**src/rtl/mips16_pkg.sv**
```systemverilog
// rtl/mips16_pkg.sv - shared MIPS16 opcode, field and fetch-state definitions
//
// Purpose: constants and types shared between the fetch stage and the main
// decoder. No ports.
package mips16_pkg;

    localparam logic [2:0] OP_PASS   = 3'b000;
    localparam logic [2:0] OP_RTYPE  = 3'b001;
    localparam logic [2:0] OP_ADDI   = 3'b010;
    localparam logic [2:0] OP_SUBI   = 3'b011;
    localparam logic [2:0] OP_MEM    = 3'b100;
    localparam logic [2:0] OP_BR     = 3'b101;
    localparam logic [2:0] OP_JAL_JR = 3'b110;
    localparam logic [2:0] OP_J      = 3'b111;

    localparam int OP_HI   = 15;
    localparam int OP_LO   = 13;
    localparam int SEL_BIT = 12;

    typedef enum logic [1:0] {
        FS_IDLE  = 2'd0,
        FS_REQ   = 2'd1,
        FS_DRAIN = 2'd2
    } fetch_state_t;

endpackage

```
**src/rtl/instr_fetch.sv**
```systemverilog
// rtl/instr_fetch.sv - MIPS16 fetch stage: PC, imem req/ack, instruction register
//
// Purpose: owns the PC, fetches one word per request from instruction memory,
// holds it in the IR with its PC and hands it to the decoder.
// Optional build macro: IF_PERF_EN adds a saturating discarded-fetch counter.
//
// Ports:
//   clk, reset_n            core clock (rising edge), async active-low reset
//   imem_req/imem_addr      fetch request and word address (held until ack)
//   imem_ack/imem_rdata     one-cycle ack with the fetched word
//   stall                   downstream not accepting; IR holds
//   redirect/redirect_pc    one-cycle PC reload from branch/jump resolution
//   if_valid/if_instr       IR live flag and contents
//   if_pc/if_pc_plus1       address of IR and its successor (JAL link)
//   op/select               decoder fields sliced from the IR
//   perf_discard_cnt        (IF_PERF_EN only) count of discarded fetches
module instr_fetch
    import mips16_pkg::*;
#(
    parameter int              PC_W     = 16,
    parameter int              INSTR_W  = 16,
    parameter logic [PC_W-1:0] RESET_PC = '0
) (
    input  logic               clk,
    input  logic               reset_n,
    output logic               imem_req,
    output logic [PC_W-1:0]    imem_addr,
    input  logic               imem_ack,
    input  logic [INSTR_W-1:0] imem_rdata,
    input  logic               stall,
    input  logic               redirect,
    input  logic [PC_W-1:0]    redirect_pc,
    output logic               if_valid,
    output logic [INSTR_W-1:0] if_instr,
    output logic [PC_W-1:0]    if_pc,
    output logic [PC_W-1:0]    if_pc_plus1,
    output logic [2:0]         op,
    output logic               select
`ifdef IF_PERF_EN
    ,
    output logic [15:0]        perf_discard_cnt
`endif
);

    fetch_state_t    state, state_nx;
    logic [PC_W-1:0] pc;
    logic [PC_W-1:0] drain_addr;
    logic            req_active;
    logic            ack;
    logic            take;
    logic            consume;

    assign consume = if_valid & ~stall;
    assign ack     = imem_req & imem_ack;
    // Only an ack in REQ with no redirect delivers an instruction; every other
    // ack belongs to a fetch made stale by a redirect.
    assign take    = ack & ~redirect & (state == FS_REQ);

    always_ff @(posedge clk or negedge reset_n) begin
        if (!reset_n) begin
            state <= FS_IDLE;
        end else begin
            state <= state_nx;
        end
    end

    always_comb begin
        state_nx  = state;
        imem_req  = 1'b0;
        imem_addr = pc;
        case (state)
            FS_IDLE: begin
                state_nx = FS_REQ;
            end
            FS_REQ: begin
                // A new request may only start when the IR has room for its
                // data; once started it stays up until acked.
                imem_req = req_active | ~if_valid | ~stall;
                if (redirect && imem_req && !imem_ack) begin
                    state_nx = FS_DRAIN;
                end
            end
            FS_DRAIN: begin
                // pc already holds the redirect target; the stale request
                // keeps its original address until memory acks it.
                imem_req  = 1'b1;
                imem_addr = drain_addr;
                if (imem_ack) begin
                    state_nx = FS_REQ;
                end
            end
            default: begin
                state_nx = FS_IDLE;
            end
        endcase
    end

    always_ff @(posedge clk or negedge reset_n) begin
        if (!reset_n) begin
            pc          <= RESET_PC;
            drain_addr  <= '0;
            req_active  <= 1'b0;
            if_valid    <= 1'b0;
            if_instr    <= '0;
            if_pc       <= '0;
            if_pc_plus1 <= '0;
        end else begin
            if (ack) begin
                req_active <= 1'b0;
            end else if (imem_req) begin
                req_active <= 1'b1;
            end

            if (state == FS_REQ && state_nx == FS_DRAIN) begin
                drain_addr <= pc;
            end

            if (redirect) begin
                pc       <= redirect_pc;
                if_valid <= 1'b0;
            end else if (take) begin
                if_instr    <= imem_rdata;
                if_pc       <= pc;
                if_pc_plus1 <= pc + 1'b1;
                if_valid    <= 1'b1;
                pc          <= pc + 1'b1;
            end else if (consume) begin
                if_valid <= 1'b0;
            end
        end
    end

    assign op     = if_instr[OP_HI:OP_LO];
    assign select = if_instr[SEL_BIT];

`ifdef IF_PERF_EN
    logic discard;
    assign discard = ack & (redirect | (state == FS_DRAIN));

    always_ff @(posedge clk or negedge reset_n) begin
        if (!reset_n) begin
            perf_discard_cnt <= '0;
        end else if (discard && perf_discard_cnt != 16'hFFFF) begin
            perf_discard_cnt <= perf_discard_cnt + 16'd1;
        end
    end
`endif

endmodule

```
**config.mk**
```make
export PLATFORM = sky130hd
export DESIGN_NAME = instr_fetch
export DESIGN_NICKNAME = d
export VERILOG_FILES = /design/src/rtl/mips16_pkg.sv /design/src/rtl/instr_fetch.sv
export SDC_FILE = /design/constraint.sdc
export NUM_CORES = 1
export LEC_CHECK = 0
export ABC_CLOCK_PERIOD_IN_PS = 3000
export CAP_MARGIN = 10
export CORE_MARGIN = 5
export CORE_UTILIZATION = 35
export DETAILED_ROUTE_END_ITERATION = 6
export HOLD_SLACK_MARGIN = 0.02
export PLACE_DENSITY = 0.63
export SLEW_MARGIN = 25
export SYNTH_ARGS = -nofsm -noshare
export SYNTH_HDL_FRONTEND = slang
export SYNTH_SLANG_ARGS = --single-unit
```
**constraint.sdc**
```tcl
create_clock -name clk -period 3 [get_ports clk]
set_input_delay 0.75 -clock clk [delete_from_list [all_inputs] [get_ports clk]]
set_output_delay 0.75 -clock clk [all_outputs]
set_load 0.005 [all_outputs]
```
==> results.py, run 1 <==
metrics = {
    "timing": {
        "finalSetupViolCount": 0,
        "fin_crit_sh": 0.958,
        "max_freq_mhz": 348,
        "slew_viol_final": 0,
        "tns_ps": 0,
        "clock_skew_ps": 4.68,
        "hold_violations": 0,
        "worst_slew_pin_slew_ps": 504,
        "fin_crit_ps": 2870,
        "rsz0062_at_grt": "no",
        "slew_headroom": 0.663,
    },
    "routing": {
        "antenna_left": 0,
        "viasPerCell": 4.89,
        "post_drt_wl_per_cell_um": 16.3,
        "vias": 3099,
        "drtPass1Iterations": 4,
        "routed_wirelength_um": 10300,
        "drc": 0,
        "drtIter0Drc": 231,
    },
    "floorplanning": {
        "dieArea_um2": 13700,
        "die_width_um": 117,
        "fp.dieH_um": 117,
        "io_pins": 107,
        "fp.coreArea_um2": 11300,
        "start_util": 0.354,
        "rows": 39,
    },
    "placed_design": {
        "placed_area_um2": 5140,
        "hpwl_um": 7290,
        "gp_congestion": 0.749,
        "io_buffers": 106,
        "numPlacedInstances": 618,
    },
    "run_status": {
        "status": "finished clean",
    },
    "worst_setup_path": {
        "critPathLaunchType": "input port",
        "critical_path.most_common_cell": "clkdlybuf4s50_1",
        "critPathMaxFanout": 3,
        "r2r-start": "state[0]",
        "setup.worst_path.class": "input port to output pin",
        "r2r_cells": 7,
        "cp_cell_sequence": "clkdlybuf4s50_1, nand3b_1, a21oi_1, nor2b_1, clkdlybuf4s50_1",
        "worst-path-buf-inv": 2,
        "worstReg2RegEnd": "pc[15]",
        "cp_slowest_cell": "clkdlybuf4s50_1",
        "critPathMaxStageDelay_ps": 540,
        "rrSetupSlack_ps": 650,
        "crit_family": "buffers and inverters",
        "required_ps": 2250,
        "cp-end-kind": "output pin",
        "critPathArrivalTime_ps": 2120,
    },
    "power": {
        "p_sw_frac": 0.308,
        "clkPwrFrac": 0.227,
        "seq_power_share": 0.377,
        "combPwrFrac": 0.396,
        "powerDensity_nw_per_um2": 954,
        "power.total_w": 0.00521,
        "p_int_w": 0.00361,
        "p_switching_w": 0.00160,
        "ir_worst_vdd_v": 0.000472,
        "p_leak_nw": 2.44,
    },
    "yosys": {
        "syn_nets": 436,
        "ys_seq_area_frac": 0.525,
        "ys_types": 44,
        "synth_top_cell_area_share": 0.525,
        "synth_edf_count": 0,
        "synth_area_um2": 4010,
        "ys_seq_elements": 84,
        "yosys-top-cells-area": "dfrtp_1 (52%), nand2_1 (12%), mux2_2 (5.6%), mux2_4 (3.7%), o21ai_0 (3.4%)",
        "yosysWarnings": 0,
        "synth.avg_cell_area_um2": 10.2,
        "synth_top_flop_cell": "dfrtp_1",
        "synth_largest_area_cell": "dfrtp_1",
        "async_flop_share": 1.00,
        "synthCells": 394,
    },
    "cts": {
        "post_cts_buffers": 0,
        "clk_latency_ps": 330,
        "cts_root_buf": "clkbuf_16",
        "cts_tree": "done",
        "clockBufferDepth": 2,
        "cts.clk_slew.worst_paths_ps": 60,
        "cts_made_buffers": 9,
        "htreeDepth": 3,
        "cts_sinks": 84,
    },
    "cells_and_area": {
        "drive_above_1_share": 0.126,
        "fillCellCount": 1100,
        "final-seq-area_um2": 2100,
        "antennaDiodeCount": 0,
        "fin_nets": 528,
        "syn2layout_area_growth_pct": 36.4,
        "multi_input_comb_area_um2": 1690,
        "final_cell_area_um2": 5470,
        "final_cells": 634,
    },
    "global_route": {
        "antenna_found_initial": 0,
        "grt_pass1_wl_um": 16600,
        "grt_max_degree": 51,
        "grt_overflow_total": 0,
        "grt_pass1_vias": 3191,
        "grtUsageTotal": 0.156,
    },
    "worst_hold_path": {
        "hold_class": "input port to async pin",
    },
    "flow_run": {
        "cap_violations": 0,
    },
}
==> worst max path at each step <==
stage	slack (ps)	from	end	cells after the start
final	130	stall	imem_req	5
after global routing	50	state[0]	imem_addr[1]	5
after CTS	60	state[0]	imem_addr[15]	5
after detailed placement	120	stall	imem_req	5
after global placement	170	stall	imem_req	5
after floorplan	630	state[0]	imem_addr[10]	5
==> power by group through the flow <==
stage                     logic, W  clock network, W  registers [W]
after global placement     0.00205                 0        0.00196
after detailed placement   0.00208                 0        0.00198
after CTS                  0.00210           0.00122        0.00197
final                      0.00206           0.00118        0.00196
after global routing       0.00227           0.00127        0.00203
after floorplan            0.00104                 0        0.00189
==> final cells by class <==
class                      instances  share of cell area
clock buffer                      12              0.0451
multi-input combinational        270               0.309
tap                              143              0.0327
clock inverter                     4              0.0133
timing repair buffer             115               0.211
inverter                           6             0.00412
sequential                        84               0.385
==> synthesized netlist by cell type (6+ instances only) <==
cell type	count
xnor2_1	13
mux2_4	10
nor2_1	7
a22oi_1	9
nand2_1	124
buf_4	9
o21ai_0	27
mux2_2	20
dfrtp_1	84
clkbuf_1	8
inv_1	6
buf_2	13
a21oi_1	7
==> cell families after synthesis <==
family | Yosys count | share of synthesized area
simple gates | 162 | 0.184
flops | 84 | 0.525
compound gates | 58 | 0.0943
buf+inv | 40 | 0.0549
mux | 31 | 0.0962
xor+xnor | 14 | 0.0306
fa+ha+maj | 5 | 0.0156
==> metal layers <==
metal | up-vias | track usage | routed length [um]
met5 | - | 0 | 0
met4 | 0 | 0.0474 | 184
met3 | 16 | 0.0380 | 543
met2 | 76 | 0.259 | 5030
met1 | 1512 | 0.203 | 4570
li1 | 1495 | - | -
==> sequential cells by signal, summed over array words and instances, names as in the netlist <==
name,count
drain_addr,16
if_instr,16
if_pc,16
if_pc_plus1,16
if_valid,1
pc,16
req_active,1
state,2
==> through the flow <==
| step | util | hold slack, ps | setup slack, ps |
|---|---|---|---|
| final | 0.483 | 382 | 127 |
| after detailed placement | 0.454 | 465 | 122 |
| after floorplan | - | 454 | 633 |
| after CTS | 0.482 | 390 | 59.0 |
| after global placement | 0.454 | 460 | 165 |
| after global routing | 0.483 | 410 | 50.1 |
==> layout by cell type (no fill, tap or decap), types with 3 or more instances in the layout <==
master,Yosys,layout
xnor2_1,13,13
nand3_1,5,5
inv_1,6,6
o21ai_0,27,27
clkbuf_16,0,9
nor4_1,4,4
clkdlybuf4s50_1,0,105
ha_1,5,5
nor2_1,7,7
a22oi_1,9,9
nor3_1,4,4
nand2_1,124,123
dfrtp_1,84,84
mux2_4,10,10
mux2_2,20,20
a221o_1,5,5
nand3b_1,3,3
a21oi_1,7,7
buf_4,9,7
o21bai_1,4,4
==> what timing repair did <==
| action | 4_1_cts | 5_1_grt |
|---|---|---|
| setup endpoints to repair | 0 | 8 |
| gates resized for setup | 0 | 1 |
| hold endpoints to repair | 0 | 0 |
| hold buffers | 0 | 0 |
No activity file was read; power rests on OpenSTA's default activity.
==> run 2: changes to the inputs <==
ABC_AREA = 1   (was unset)
==> run 2 against run 1 <==
Against the previous run:
- sequential power decreased by 6%
- register-to-register slack improved by 470 ps
- critical endpoint unchanged
- largest power group unchanged
- final cell count increased by 15%
- power decreased by 6.0%
- clock skew about the same
- critical path type unchanged
- maximum frequency increased by 0.67%
- area after synthesis decreased by 1.8%
==> results.py, run 2 <==
metrics = {
    "run_status": {
        "status": "finished clean",
    },
    "floorplanning": {
        "io_pins": 107,
        "fp.coreArea_um2": 10900,
        "fp.dieH_um": 116,
        "die_width_um": 116,
        "dieArea_um2": 13500,
        "start_util": 0.360,
        "rows": 38,
    },
    "worst_setup_path": {
        "critPathMaxStageDelay_ps": 500,
        "critPathArrivalTime_ps": 2100,
        "critPathMaxFanout": 3,
        "r2r-start": "state[1]",
        "worst-path-buf-inv": 3,
        "critPathLaunchType": "input port",
        "crit_family": "buffers and inverters",
        "cp_cell_sequence": "clkdlybuf4s50_1, nand3_1, nand2_1, nand2_1, nand2_1, inv_1, clkdlybuf4s50_1",
        "cp_slowest_cell": "clkdlybuf4s50_1",
        "r2r_cells": 9,
        "required_ps": 2250,
        "worstReg2RegEnd": "pc[9]",
        "critical_path.most_common_cell": "nand2_1",
        "rrSetupSlack_ps": 1120,
        "critical_path_depth": 7,
        "setup.worst_path.class": "input port to output pin",
        "cp-end-kind": "output pin",
    },
    "flow_run": {
        "cap_violations": 0,
    },
    "power": {
        "power.total_w": 0.00490,
        "ir_worst_vdd_v": 0.000341,
        "p_leak_nw": 2.60,
        "powerDensity_nw_per_um2": 910,
        "seq_power_share": 0.379,
        "clkPwrFrac": 0.236,
        "combPwrFrac": 0.385,
        "p_sw_frac": 0.326,
        "p_int_w": 0.00330,
        "p_switching_w": 0.00160,
    },
    "timing": {
        "tns_ps": 0,
        "clock_skew_ps": 4.67,
        "rsz0062_at_grt": "no",
        "worst_slew_pin_slew_ps": 769,
        "fin_crit_sh": 0.951,
        "max_freq_mhz": 350,
        "finalSetupViolCount": 0,
        "fin_crit_ps": 2850,
        "worst_slack_ps": 146,
        "hold_violations": 0,
        "slew_headroom": 0.487,
        "slew_viol_final": 0,
    },
    "yosys": {
        "synth_edf_count": 0,
        "yosys-top-cells-area": "dfrtp_1 (53%), nand2_1 (20%), nand3_1 (7.4%), o21ai_1 (2.4%), o21ai_0 (2.2%)",
        "syn_nets": 529,
        "yosysMostFrequentCell": "nand2_1",
        "synthCells": 487,
        "async_flop_share": 1.00,
        "ys_seq_elements": 84,
        "synth_top_cell_area_share": 0.534,
        "synth_largest_area_cell": "dfrtp_1",
        "ys_top_cells_by_count": "nand2_1 (213), dfrtp_1 (84), nand3_1 (58)",
        "yosysWarnings": 0,
        "ys_types": 25,
        "synth.avg_cell_area_um2": 8.08,
        "synth_area_um2": 3930,
        "synth_top_flop_cell": "dfrtp_1",
        "ys_seq_area_frac": 0.534,
    },
    "placed_design": {
        "hpwl_um": 7310,
        "dpl_worst_slack_ps": 144,
        "placed_area_um2": 5070,
        "io_buffers": 106,
        "gp_congestion": 0.796,
    },
    "cts": {
        "post_cts_buffers": 0,
        "cts_root_buf": "clkbuf_16",
        "cts_made_buffers": 9,
        "hold_buffers": 0,
        "post_cts_resized": 0,
        "clk_latency_ps": 330,
        "cts.clk_slew.worst_paths_ps": 60,
        "htreeDepth": 3,
        "cts_sinks": 84,
        "clockBufferDepth": 2,
        "cts_tree": "done",
    },
    "routing": {
        "drtPass1Iterations": 6,
        "vias": 3456,
        "antenna_left": 0,
        "post_drt_wl_per_cell_um": 14.1,
        "drc": 0,
        "drtIter0Drc": 200,
        "routed_wirelength_um": 10300,
        "viasPerCell": 4.75,
    },
    "worst_hold_path": {
        "hold_class": "input port to async pin",
    },
    "cells_and_area": {
        "final_common_cell": "nand2_1",
        "fin_nets": 626,
        "drive_above_1_share": 0.0527,
        "antennaDiodeCount": 0,
        "syn2layout_area_growth_pct": 36.8,
        "utilization": 0.492,
        "most-common-layout-cells": "nand2_1 (213), clkdlybuf4s50_1 (105), dfrtp_1 (84)",
        "final_cell_area_um2": 5380,
    },
    "global_route": {
        "grtUsageTotal": 0.156,
        "grt_pass1_wl_um": 16700,
        "antenna_found_initial": 0,
        "grt_pass1_vias": 3442,
        "grt_max_degree": 85,
        "grt_overflow_total": 0,
    },
}
run 2: cell types whose count changed after synthesis, moves of 13 or more:
cell     delta
inv_1      +16
mux2_2     -20
xnor2_1    -13
nand2_1    +89
nand3_1    +53
o21ai_1    +17
run 2: how the worst max path moves through the flow:
stage / end / slack [ps] / startpoint
2_1_floorplan: imem_addr[10] / 1110 / state[0]
4_1_cts: imem_addr[15] / 70 / state[0]
6_report: imem_req / 150 / stall
3_5_place_dp: imem_req / 140 / stall
5_1_grt: imem_addr[6] / 50 / state[0]
3_3_place_gp: imem_req / 180 / stall
run 2: logic make-up (layout without fill, tap and decap cells):
family | Yosys count | count (layout) | share of synthesized area
compound gates | 39 | 39 | 0.0531
xor+xnor | 8 | 8 | 0.0178
fa+ha+maj | 5 | 5 | 0.0159
buf+inv | 53 | 154 | 0.0649
flops | 84 | 84 | 0.534
simple gates | 298 | 298 | 0.314
run 2: layout make-up:
class / count / area (um^2)
clock inverter: 5 / 77.6
sequential: 84 / 2100
fill: 1087 / 5550
inverter: 26 / 100
timing repair buffer: 113 / 1120
clock buffer: 10 / 229
tap: 140 / 175
multi-input combinational: 350 / 1580
run 2: worst reg2reg max path: stages (launching register included):
cell and delay, ps:
dfrtp_1 430, inv_1 110, ha_1 230, inv_1 130
nor2_1 140, inv_1 60, nor2_2 100, buf_4 330
nand2_1 180, nand3_1 120
run 2: stage by stage:
step	hold slack, ps	cells
after CTS	474	728
after detailed placement	459	713
after floorplan	442	487
after global placement	456	713
final	462	728
after global routing	488	728
run 2: power by group through the flow:
stage | sequential (W) | clock (W) | combinational, W
floorplan | 0.00183 | 0 | 0.000915
global placement | 0.00185 | 0 | 0.00187
detailed placement | 0.00186 | 0 | 0.00191
CTS | 0.00185 | 0.00118 | 0.00192
global route | 0.00191 | 0.00122 | 0.00212
finish | 0.00185 | 0.00116 | 0.00189
run 2: per-layer routing:
metal  global-route usage  vias to the layer above  routed length [um]
met3               0.0282                       11                 638
met2                0.224                       98                4490
met5                    0                        -                   0
li1                     -                     1732                   -
met4               0.0557                        0                 124
met1                0.236                     1615                5040
